--- src/rtl/bus6_rr_arbiter_pkg.sv ---
// Shared types and constants for the six-source round-robin bus arbiter.
package bus6_rr_arbiter_pkg;

    typedef enum logic [1:0] {
        ST_IDLE  = 2'd0,
        ST_GRANT = 2'd1,
        ST_GAP   = 2'd2
    } state_t;

    // Requester indices, bit position in req/gnt.
    localparam logic [2:0] REQ_A = 3'd0;
    localparam logic [2:0] REQ_B = 3'd1;
    localparam logic [2:0] REQ_C = 3'd2;
    localparam logic [2:0] REQ_D = 3'd3;
    localparam logic [2:0] REQ_E = 3'd4;
    localparam logic [2:0] REQ_F = 3'd5;

    // Mux select patterns {s1,s2,s3,s4,s5}; don't-care bits forced to 0.
    localparam logic [4:0] SEL_A = 5'b10000;
    localparam logic [4:0] SEL_B = 5'b01100;
    localparam logic [4:0] SEL_C = 5'b01000;
    localparam logic [4:0] SEL_D = 5'b00010;
    localparam logic [4:0] SEL_E = 5'b00001;
    localparam logic [4:0] SEL_F = 5'b00000;

    function automatic logic [4:0] sel_of(input logic [2:0] idx);
        case (idx)
            REQ_A:   sel_of = SEL_A;
            REQ_B:   sel_of = SEL_B;
            REQ_C:   sel_of = SEL_C;
            REQ_D:   sel_of = SEL_D;
            REQ_E:   sel_of = SEL_E;
            default: sel_of = SEL_F;
        endcase
    endfunction

    // Next requester index, wrapping 5 -> 0.
    function automatic logic [2:0] next_idx(input logic [2:0] idx);
        next_idx = (idx >= REQ_F) ? REQ_A : idx + 3'd1;
    endfunction

endpackage

--- src/rtl/bus6_rr_arbiter_rr_pick6.sv ---
// Rotating-priority picker: first set req bit scanning ptr, ptr+1, .. mod 6.
module rr_pick6
    import bus6_rr_arbiter_pkg::*;
(
    input  logic [5:0] req,
    input  logic [2:0] ptr,
    output logic       any,
    output logic [2:0] idx
);

    logic [7:0] req8;

    assign req8 = {2'b00, req};

    // Walk six candidates starting at ptr; keep the first one requesting.
    always_comb begin
        logic       found;
        logic [2:0] cand;
        any   = |req;
        idx   = REQ_A;
        found = 1'b0;
        cand  = ptr;
        for (int i = 0; i < 6; i++) begin
            if (!found && req8[cand]) begin
                idx   = cand;
                found = 1'b1;
            end
            cand = next_idx(cand);
        end
    end

endmodule

--- src/rtl/bus6_rr_arbiter.sv ---
// Six-requester round-robin arbiter driving a priority select mux.
// Handshake: a requester raises req and holds it while it owns the bus; gnt
// (one-hot, registered) names the owner one cycle later. The owner drops req
// to release, or loses the bus after MAX_HOLD grant cycles. Every release is
// followed by exactly one gnt=0 cycle before the next grant.
module bus6_rr_arbiter
    import bus6_rr_arbiter_pkg::*;
#(
    parameter int DW       = 4,
    parameter int MAX_HOLD = 8
) (
    input  logic          clk,
    input  logic          rst,
    input  logic [5:0]    req,
    input  logic [DW-1:0] din_a,
    input  logic [DW-1:0] din_b,
    input  logic [DW-1:0] din_c,
    input  logic [DW-1:0] din_d,
    input  logic [DW-1:0] din_e,
    input  logic [DW-1:0] din_f,
    output logic [5:0]    gnt,
    output logic          sel1,
    output logic          sel2,
    output logic          sel3,
    output logic          sel4,
    output logic          sel5,
    output logic [DW-1:0] dout,
    output logic          dout_vld,
    output logic          busy,
    output logic [1:0]    dbg_state
);

    localparam int            HW        = $clog2(MAX_HOLD) + 1;
    localparam logic [HW-1:0] HOLD_LAST = HW'(MAX_HOLD - 1);

    state_t        state_q, state_d;
    logic [2:0]    ptr_q, ptr_d;
    logic [2:0]    owner_q, owner_d;
    logic [HW-1:0] hold_q, hold_d;
    logic [5:0]    gnt_q, gnt_d;
    logic [4:0]    sel_q, sel_d;
    logic [DW-1:0] dout_q, dmux;
    logic          vld_q;
    logic          pick_any;
    logic [2:0]    pick_idx;
    logic [7:0]    req8;
    logic          release_now;

    assign req8 = {2'b00, req};

    rr_pick6 u_pick (
        .req (req),
        .ptr (ptr_q),
        .any (pick_any),
        .idx (pick_idx)
    );

    // Owner drop and timeout collapse into a single release.
    assign release_now = (state_q == ST_GRANT) &&
                         (!req8[owner_q] || (hold_q == HOLD_LAST));

    // State register.
    always_ff @(posedge clk) begin
        if (rst) state_q <= ST_IDLE;
        else     state_q <= state_d;
    end

    // Next-state logic.
    always_comb begin
        state_d = state_q;
        case (state_q)
            ST_IDLE:  if (pick_any) state_d = ST_GRANT;
            ST_GRANT: if (release_now) state_d = ST_GAP;
            ST_GAP:   state_d = pick_any ? ST_GRANT : ST_IDLE;
            default:  state_d = ST_IDLE;
        endcase
    end

    // Next values of grant, select, pointer and hold counter.
    always_comb begin
        gnt_d   = gnt_q;
        sel_d   = sel_q;
        hold_d  = hold_q;
        ptr_d   = ptr_q;
        owner_d = owner_q;
        case (state_q)
            ST_GRANT: begin
                if (release_now) begin
                    gnt_d  = '0;
                    sel_d  = '0;
                    hold_d = '0;
                    ptr_d  = next_idx(owner_q);
                end else begin
                    hold_d = hold_q + HW'(1);
                end
            end
            default: begin
                if (pick_any) begin
                    owner_d = pick_idx;
                    gnt_d   = 6'b000001 << pick_idx;
                    sel_d   = sel_of(pick_idx);
                    hold_d  = '0;
                end else begin
                    gnt_d = '0;
                    sel_d = '0;
                end
            end
        endcase
    end

    // Priority select mux, decoded from the registered select lines.
    always_comb begin
        casez (sel_q)
            5'b1????: dmux = din_a;
            5'b011??: dmux = din_b;
            5'b010??: dmux = din_c;
            5'b00?1?: dmux = din_d;
            5'b00?01: dmux = din_e;
            default:  dmux = din_f;
        endcase
    end

    // Output and bookkeeping registers; reset wins even mid-grant.
    always_ff @(posedge clk) begin
        if (rst) begin
            gnt_q   <= '0;
            sel_q   <= '0;
            hold_q  <= '0;
            ptr_q   <= REQ_A;
            owner_q <= REQ_A;
            dout_q  <= '0;
            vld_q   <= 1'b0;
        end else begin
            gnt_q   <= gnt_d;
            sel_q   <= sel_d;
            hold_q  <= hold_d;
            ptr_q   <= ptr_d;
            owner_q <= owner_d;
            dout_q  <= dmux;
            vld_q   <= (state_q == ST_GRANT);
        end
    end

    assign gnt       = gnt_q;
    assign sel1      = sel_q[4];
    assign sel2      = sel_q[3];
    assign sel3      = sel_q[2];
    assign sel4      = sel_q[1];
    assign sel5      = sel_q[0];
    assign dout      = dout_q;
    assign dout_vld  = vld_q;
    assign busy      = (state_q != ST_IDLE);
    assign dbg_state = state_q;

endmodule

--- config.mk ---
export PLATFORM = sky130hd
export DESIGN_NAME = bus6_rr_arbiter
export DESIGN_NICKNAME = d
export VERILOG_FILES = /design/src/rtl/bus6_rr_arbiter_pkg.sv /design/src/rtl/bus6_rr_arbiter_rr_pick6.sv /design/src/rtl/bus6_rr_arbiter.sv
export SDC_FILE = /design/constraint.sdc
export NUM_CORES = 1
export LEC_CHECK = 0
export CAP_MARGIN = 0
export CELL_PAD_IN_SITES_DETAIL_PLACEMENT = 0
export CELL_PAD_IN_SITES_GLOBAL_PLACEMENT = 1
export CORE_AREA = 5 5 93 95
export DETAILED_ROUTE_END_ITERATION = 6
export DIE_AREA = 0 0 98 100
export PLACE_DENSITY_LB_ADDON = 0.2
export SYNTH_ARGS = -nofsm -noshare
export SYNTH_HDL_FRONTEND = slang
export SYNTH_SLANG_ARGS = --single-unit
--- constraint.sdc ---
create_clock -name clk -period 5.7 [get_ports clk]
set_input_delay 1.71 -clock clk [delete_from_list [all_inputs] [get_ports clk]]
set_output_delay 1.71 -clock clk [all_outputs]
set_load 0.03 [all_outputs]
* Yosys cells after proc, flatten, opt, wreduce, memory -nomap -nowiden
Cells that the tools add are included.
W data, S select, Z words.
** Storage, ports and cells
- Bits in registers :: 28
- Bits in latches :: 0
- Bits in writable memories :: 0
- Memory bits (read-only) :: 0
- Input bits :: 32
- Output and inout port bits :: 19
- Word-level logic and storage cells :: 110
- Memories :: 0
** Cells by class
- $add $sub $neg :: 7
- Multiply operators :: 0
- Div/mod/pow operators :: 0
- Order comparisons :: 13
- Equal/unequal tests :: 13
- Shift-type cells :: 1
- Muxes and demuxes :: 46
- Bitwise logic cells :: 1
- Reduce and logical (&&, ||, !) cells :: 21
** Operators by type and width (number)
- $mux W3 :: 12
- $lt A3 B4 Y1 const B :: 7
- $pmux W5 S5 :: 1
- $bmux W1 S3 :: 7
- $pmux W4 S5 :: 1
- $add A3 B1 Y3 const B :: 6
- $ge A3 B3 Y1 const B :: 6
- $mux W6 :: 3
- $mux W5 :: 3
- $mux W1 :: 13
- $eq A3 B2 Y1 const B :: 4
- $mux W4 :: 3
- $eq A3 B1 Y1 const B :: 2
- $logic_and A1 B1 Y1 :: 6
- $logic_not A1 Y1 :: 6
- $pmux W2 S3 :: 1
- $reduce_and A2 Y1 :: 3
- $reduce_or A6 Y1 :: 1
- $shl A1 B3 Y6 const A :: 1
- $add A4 B1 Y4 const B :: 1
- $eq A4 B1 Y1 const B :: 1
- $eq A4 B3 Y1 const B :: 1
- $mux W2 :: 2
- $ne A2 B2 Y1 const B :: 2
- other kinds (8) :: 9

* Depth between registers and ports, before layout
Gate-level depths: netlist (run 1).
- Word-level depth :: 22
- Gate-level depth with buffers :: 29
- Gate-level depth less buffers :: 27

* Cells and area by module
From an unflattened synthesis (run 1), not the netlist that was laid out.
** Second synthesis, totals
- Cells, all modules :: 307
- Area total of the unflattened synthesis :: 2503.7 µm²
** By module, submodules not included
- bus6_rr_arbiter :: instances 1, cells an instance 139, area each 1326.3 µm², seq. area each 520.5 µm²
- rr_pick6 :: instances 1, cells an instance 168, area each 1177.4 µm², seq. area each 0.0 µm²

* Worst setup path after synthesis (run 1)
Ideal clock, no wire load.
- Path type :: reg2reg
- From :: reg ptr_q[1]
- To :: reg gnt_q[3], in the netlist gnt[3]
- Setup time :: 0.068 ns
- Arrival time :: 5.469 ns
- Required time :: 5.632 ns
- Path slack :: 0.163 ns
- Cell stages (with the launch flop) :: 30
- Path buffers :: 2
- Clock period less this slack :: 5.537 ns
- Cells stage by stage :: dfxtp_1 buf_6 inv_1 ha_1 o31ai_1 nor2b_1 inv_1 ha_1 and3b_1 o22ai_1 nor2_1 inv_1 ha_1 inv_1 nor4_1 a31oi_1 inv_1 ha_1 a21boi_0 ha_1 inv_1 nand3_1 nor3_1 a311oi_1 o31ai_1 or3_4 o31a_1 buf_6 or3_4 a21oi_2
** On the way
- Cells in the longest elaborated chain, start to end :: 21
- Elaborated cells between the ends (all ways) :: 51
- Classes of those cells :: add/sub: 5; order compare: 5; shift: 1; mux: 30; reduce/logical: 10
** RTL lines
- from (decl) :: RTL line bus6_rr_arbiter.sv:37 : logic [2:0] ptr_q, ptr_d;
- from (signal assigned) :: RTL line bus6_rr_arbiter.sv:137 : ptr_q <= ptr_d;
- branches (longest 17 deep; another with $add A3 B1 Y3)
- $mux W3 (*) :: RTL line bus6_rr_arbiter_rr_pick6.sv:24 : if (!found && req8[cand]) begin
- $shl A1 B3 Y6 (*) :: RTL line bus6_rr_arbiter.sv:100 : gnt_d = 6'b000001 << pick_idx;
- $mux W6 (*) :: RTL line bus6_rr_arbiter.sv:98 : if (pick_any) begin
- $mux W6 (*) :: RTL line bus6_rr_arbiter.sv:86 : case (state_q)
- to (signal assigned) :: RTL line bus6_rr_arbiter.sv:134 : gnt_q <= gnt_d;
- to (decl) :: RTL line bus6_rr_arbiter.sv:40 : logic [5:0] gnt_q, gnt_d;
Mark *: on every way between the ends. The select of a mux whose other input is x is not followed.
A chain may end at the register's enable or synchronous reset.

* Worst setup path after layout (run 1)
Ends and elaborated chain as after synthesis.

==> reports/results.ini, run 1 <==
[cts]
cts.path.max_buffers=2
cts_max_level=1
clock_latency_ns=0.28
root_buffer=clkbuf_8
clk_pin_slew_ns=0.10
cts_buffers=3
cts_tree=done
cts_sinks=27

[timing]
setup_tns_ns=0
hold_viol=0
finClkSkew_ns=0.009611
clock.fmax_mhz=185.3
final.setup.worst_slack_ns=0.3026
post-route-period-util_pct=94.69
fin_crit_ns=5.397
worst_pin_slew_ns=1.097
slew_headroom_pct=26.61
drv_slew=0
setup_viol=0

[setup_path]
cp.required_ns=5.89
cp_max_fo=5
r2r_setup_slack_ns=0.30
r2r_start=ptr_q[1]
cpMaxStageDelayCell=or3_4
max_stage_delay_ns=0.40
startpoint_type=register
end_kind=register
crit_path_frequent_cell=inv_1
ff2ff_path_depth=26
r2r-end=gnt[3]
crit_family=simple AND/OR/NAND/NOR gates
critPathArrivalTime_ns=5.59
cp.buffers_inverters=5
crit_type=register to register

[route]
dr_total_vias=2828
viasPerCell=5.545
ant_nets=0
wl_per_cell_um=16.31
drc=0
drt-initial-drc-count=127
wl_um=8317
firstDrtPassIters=4

[synthesis]
yosysWarningCount=0
synth_ff_type=dfxtp_1
syn-instance-count=334
syn_area_per_cell_um2=7.766
synthArstFlopShare_pct=0
ys_seq_area_share_pct=20.84
netlist_area_um2=2594
ys_ff_latch=27
syn_nets=378
yosys.cell_types.count=73
synth_edf_count=0

[grt]
grt_pass1_wl_um=12850
grt_antenna_before_repair=0
overflow=0
grt_max_degree=30
grt_pass1_vias=2645
met1_usage_pct=19.57
grtUsageMet3_pct=2.919
met2_usage_pct=27.23
grt_use_total_pct=15.65
grt-busiest-layer=met2

[power_and_ir_drop]
finalPower_w=0.002485
power.internal_w=0.001249
peakVddDrop_uv=311.7
power_density_nw_per_um2=698.2
leakagePower_nw=1.353
switching_share_pct=49.75
seq_power_share_pct=11.9
power_switching_w=0.001236
pwr-share-comb_pct=83.7
clockPowerShare_pct=4.4

[finish]
n_fill_cell=784
diodes=0
utilization_pct=46.55
area_growth_pct=37.24
fin_cells=510
fin_nets=453
layout-drive-gt1-share_pct=21.08

[hold_path]
hp-start=gnt[4]
min_to=gnt[4]
holdPathStages=2
holdCritPathClass=register to register

[floorplanning]
boundaryPins=51
core-area_um2=7647
dieWidth_um=98
dieArea_um2=9800
rows=32
die_h_um=100
initial_core_util_pct=33.92

[place]
place.port_buffers=50
gp_congestion=0.9299
dp_hpwl_um=6277
place_worst_setup_slack_ns=-0.09343
dp_cells=500

[outcome]
status=complete, no violations

[job]
maxCapViolCount=0

layout by cell type, fill, tap and decap left out, types with 9 or more instances in the layout:
master	instances
a21oi_1	20
nor3_1	13
ha_1	9
buf_4	34
o21ai_0	16
mux2i_1	9
nor2_1	49
inv_1	16
dfxtp_1	27
clkdlybuf4s50_1	50
nand2_1	15
cells in the mapped netlist (3+ instances only):
cell       instances  area [µm²]
inv_1             16       60.06
nand3_1            7       35.03
o21ai_0           17       85.08
mux2_2             7       78.83
clkbuf_1           8       30.03
or2_2              3       18.77
or3_1              5       31.28
o211ai_1           4       30.03
a31oi_1            3       18.77
nand2b_1           6       37.54
a211oi_1           5       37.54
xnor2_1            3       26.28
o21a_1             3       22.52
nor2b_1            7       43.79
buf_6              3       33.78
o22ai_1            6       37.54
nor2_1            49       183.9
a2111oi_0          3       26.28
dfxtp_1           27       540.5
ha_1              12       150.1
or4_1              5       37.54
nor4b_1            3       26.28
a21oi_1           20       100.1
a21boi_0           3       22.52
and3_1             7       43.79
nand2_1           15       56.30
nor3_1            14       70.07
and2_1             3       18.77
a32oi_1            3       26.28
mux2i_1            9       90.09
o31ai_1            6       45.04
buf_2              3       15.01
worst register-to-register path, stage by stage, from the launching register on:
cell and delay [ns]:
dfxtp_1 0.35, inv_1 0.06, ha_2 0.20, o31ai_4 0.24, nor2b_4 0.21, inv_1 0.07, ha_1 0.21, and3b_2 0.28
o22ai_1 0.12, nor2_1 0.17, inv_1 0.06, ha_1 0.31, inv_1 0.07, nor4_2 0.24, a31oi_1 0.08, inv_1 0.13
ha_2 0.21, or3_1 0.13, o211ai_1 0.09, mux2i_1 0.24, o32a_1 0.22, o22ai_2 0.12, a211o_4 0.32, or3_4 0.36
o31a_1 0.32, or3_4 0.40, a21oi_2 0.11
power by group through the flow:
stage	sequential, W	combinational, W	clock, W
6_report	0.000296	0.00208	0.000109
5_1_grt	0.000307	0.00224	0.000117
4_1_cts	0.000296	0.00182	0.000113
3_5_place_dp	0.000300	0.00178	0
3_3_place_gp	0.000299	0.00179	0
2_1_floorplan	0.000356	0.00121	0
flip-flops by register name, indices dropped and copies added, names as in the netlist:
register	count
dout_vld	1
gnt	5
dout	4
owner_q	3
hold_q	4
dbg_state	2
ptr_q	3
sel_q	5
worst max path at each step:
stage | end | slack (ns) | depth (start not counted) | startpoint
floorplan | gnt[3] | 0.16 | 29 | ptr_q[1]
global placement | gnt[3] | 0.08 | 27 | ptr_q[1]
detailed placement | gnt[3] | -0.09 | 27 | ptr_q[1]
CTS | gnt[3] | 0.009 | 27 | ptr_q[1]
global route | gnt[3] | -0.04 | 26 | ptr_q[1]
finish | gnt[3] | 0.30 | 26 | ptr_q[1]
cell families after synthesis:
family | synth area share (%)
adder cells (fa/ha/maj) | 5.789
multiplexers | 10.37
AND/OR/NAND/NOR | 27.50
buffers and inverters | 5.789
AO/OA/AOI/OAI | 28.70
flip-flops | 20.84
XOR/XNOR | 1.013
timing repair:
action                                  CTS  global route
resized for setup                         4            20
endpoints found under the setup margin    3            13
hold buffers                              0             0
buffers inserted                          0             5
gates cloned                              0             1
pin swaps                                 1             7
stage by stage:
stage | cell area (µm²) | hold WS [ns]
6_report | 3560 | 0.4570
5_1_grt | 3560 | 0.5120
3_3_place_gp | 3353 | 0.4433
4_1_cts | 3411 | 0.4624
3_5_place_dp | 3353 | 0.4499
2_1_floorplan | 2594 | 0.4834
routing by layer:
metal | vias up | routed length [µm] | share of wire [%]
met4 | 0 | 189 | 2.3
li1 | 1405 | - | -
met2 | 91 | 3968 | 48
met3 | 17 | 404 | 4.9
met5 | - | 0 | 0
met1 | 1315 | 3754 | 45
cell type report:
| cell class | count | area [µm²] | share of cell area [%] |
|---|---|---|---|
| multi-input cells | 276 | 2026 | 56.91 |
| clock inverters | 1 | 5.005 | 0.1406 |
| flip-flops and latches | 27 | 540.5 | 15.18 |
| well taps | 102 | 127.6 | 3.585 |
| clock buffers | 3 | 41.29 | 1.160 |
| repair buffers | 84 | 755.7 | 21.23 |
| inverters | 17 | 63.81 | 1.793 |
Note: power is estimated with default switching activity, not from simulation.
==> run 2: changes to the inputs <==
--- a/config.mk
+++ b/config.mk
@@ -9,6 +9,7 @@
 export CELL_PAD_IN_SITES_DETAIL_PLACEMENT = 0
 export CELL_PAD_IN_SITES_GLOBAL_PLACEMENT = 1
 export CORE_AREA = 5 5 93 95
+export CTS_CLUSTER_SIZE = 24
 export DETAILED_ROUTE_END_ITERATION = 6
 export DIE_AREA = 0 0 98 100
 export PLACE_DENSITY_LB_ADDON = 0.2
==> results of run 2 <==
Final layout, timing and power as in run 1 (identical DEF).
==> run 3: changes to the inputs <==
--- a/config.mk
+++ b/config.mk
@@ -8,11 +8,11 @@
 export CAP_MARGIN = 0
 export CELL_PAD_IN_SITES_DETAIL_PLACEMENT = 0
 export CELL_PAD_IN_SITES_GLOBAL_PLACEMENT = 1
-export CORE_AREA = 5 5 93 95
+export CORE_AREA = 2 2 90 92
 export CTS_CLUSTER_SIZE = 24
 export DETAILED_ROUTE_END_ITERATION = 6
-export DIE_AREA = 0 0 98 100
-export PLACE_DENSITY_LB_ADDON = 0.2
+export DIE_AREA = 0 0 92 94
+export PLACE_DENSITY_LB_ADDON = 0.1
 export SYNTH_ARGS = -nofsm -noshare
 export SYNTH_HDL_FRONTEND = slang
 export SYNTH_SLANG_ARGS = --single-unit
==> reports/results.ini, run 3 (same netlist as run 1, synthesis figures left out) <==
[outcome]
status=complete, no violations

[timing]
setup_viol=0  ; unchanged
slew_headroom_pct=29.47  ; +2.9 points
hold_viol=0  ; unchanged
clock.fmax_mhz=182.2  ; -1.7%
post-route-period-util_pct=96.32  ; +1.6 points
setup_tns_ns=0  ; unchanged
worst_pin_slew_ns=1.055  ; -0.04278 ns
drv_slew=0  ; unchanged
final.setup.worst_slack_ns=0.2100  ; -0.09254 ns
fin_crit_ns=5.490  ; +0.09254 ns
finClkSkew_ns=0.007885  ; -0.001726 ns

[power_and_ir_drop]
pwr-share-comb_pct=82.7  ; -1.0 points
switching_share_pct=49.37  ; -0.38 points
seq_power_share_pct=12.7  ; +0.8 points
leakagePower_nw=1.329  ; -1.8%
power.internal_w=0.001186  ; -5.0%
power_switching_w=0.001157  ; -6.4%
finalPower_w=0.002343  ; -5.7%
clockPowerShare_pct=4.6  ; +0.2 points
peakVddDrop_uv=347.3  ; +11%
power_density_nw_per_um2=673.3  ; -3.6%

[setup_path]
crit_path_frequent_cell=inv_1
end_kind=register
startpoint_type=register
cp.required_ns=5.89  ; about the same
cpMaxStageDelayCell=or3_4
critPathArrivalTime_ns=5.68  ; +0.09 ns
r2r_setup_slack_ns=0.21  ; -0.09 ns
max_stage_delay_ns=0.41  ; about the same
crit_family=simple AND/OR/NAND/NOR gates
cp.buffers_inverters=6  ; +1
cp_max_fo=8  ; +3
crit_type=register to register

[cts]
cts_tree=done
clock_latency_ns=0.27  ; about the same
root_buffer=clkbuf_8
cts_max_level=1  ; unchanged
clk_pin_slew_ns=0.09  ; about the same
cts_sinks=27  ; unchanged
cts.path.max_buffers=2  ; unchanged
cts_buffers=3  ; unchanged

[floorplanning]
dieArea_um2=8648  ; -12%
boundaryPins=51  ; unchanged
rows=32  ; unchanged
dieWidth_um=92  ; -6.1%
core-area_um2=7607  ; -0.52%
die_h_um=94  ; -6.0%
initial_core_util_pct=34.10  ; +0.18 points

[grt]
grt_pass1_wl_um=12610  ; -1.8%
grt_use_total_pct=17.97  ; +2.3 points
overflow=0  ; unchanged
grt_pass1_vias=2596  ; -1.9%
grt_antenna_before_repair=0  ; unchanged
grt_max_degree=30  ; unchanged

[route]
wl_met1_um=3851  ; +2.6%
met2_length_um=3564  ; -10%
viasPerCell=5.492  ; -0.96%
wl_per_cell_um=15.54  ; -4.7%
dr_total_vias=2790  ; -1.3%
firstDrtPassIters=4  ; unchanged
dr.max_layer_used=met4
ant_nets=0  ; unchanged
wl_um=7894  ; -5.1%
drt-initial-drc-count=115  ; -9.4%
drc=0  ; unchanged
wl_met3_um=405  ; +0.25%

[finish]
fin_nets=451  ; -0.44%
layout_common_cells=50 x clkdlybuf4s50_1, 49 x nor2_1, 33 x buf_4
mostFrequentLayoutCell=clkdlybuf4s50_1
n_fill_cell=780  ; -0.51%
diodes=0  ; unchanged
area_growth_pct=34.15
layout-drive-gt1-share_pct=18.47  ; -2.6 points
stdcell_area_um2=3480  ; -2.2%

[place]
place.port_buffers=50  ; unchanged
gp_congestion=0.8516  ; -8.4%
place_worst_setup_slack_ns=0.03380  ; +0.1272 ns
dp_hpwl_um=6047  ; -3.7%
dpl_cell_area_um2=3338  ; -0.45%

[job]
maxCapViolCount=0  ; unchanged

[hold_path]
holdCritPathClass=register to register

[run 3: through the flow]
stage	hold slack [ns]	cells	util [%]
2_1_floorplan	0.4834	334	-
3_3_place_gp	0.4498	498	43.88
3_5_place_dp	0.4478	498	43.88
4_1_cts	0.4587	502	44.47
5_1_grt	0.4819	508	45.74
6_report	0.4569	508	45.74
[run 3: final timing paths]
kind,depth (start not counted),end,startpoint
worst max-delay path,27,gnt[3],ptr_q[1]
worst min register to register,2,gnt[4],gnt[4]
worst min-delay path,2,gnt[4],gnt[4]
worst max register to register,27,gnt[3],ptr_q[1]
[run 3: final cells by class]
class	instances	area, µm²	share of cell area [%]
Clock buffer	4	45.04	1.294
Sequential cell	27	540.5	15.53
Inverter	17	63.81	1.834
Timing Repair Buffer	83	748.2	21.50
Multi-Input combinational cell	275	1954	56.17
Tap cell	102	127.6	3.668
[run 3: layer usage]
metal | vias to the layer above | track usage (%)
li1 | 1398 | -
met1 | 1318 | 26.42
met2 | 68 | 28.31
met3 | 6 | 2.167
met4 | 0 | 3.483
met5 | - | 0
[run 3: what timing repair did]
item,in CTS,in global routing
setup buffers,0,6
resized for setup,1,10
hold buffers,0,0
setup endpoints to repair,2,13
pin swaps,0,3
[run 3: worst reg2reg max path, cell delays in order (launching register included)]
cell and delay, ns:
dfxtp_1 0.34, inv_1 0.06, ha_1 0.23, o31ai_2 0.22
nor2b_2 0.20, inv_1 0.07, ha_1 0.20, and3b_1 0.27
o22ai_1 0.11, nor2_1 0.14, inv_1 0.06, ha_1 0.30
inv_1 0.08, nor4_1 0.05, a31oi_1 0.20, inv_1 0.13
or3_1 0.39, a21boi_2 0.20, ha_2 0.21, inv_1 0.06
nand3_1 0.08, nor3_1 0.06, a311oi_2 0.31, o31ai_2 0.15
or3_4 0.41, o31a_1 0.35, or3_4 0.42, a21oi_2 0.12
[run 3: power by group through the flow]
stage,Clock (W),Combinational (W),Sequential [W]
floorplan,0,0.00121,0.000356
detailed placement,0,0.00175,0.000302
CTS,0.000114,0.00176,0.000298
global route,0.000118,0.00214,0.000308
finish,0.000109,0.00194,0.000298
global placement,0,0.00178,0.000300
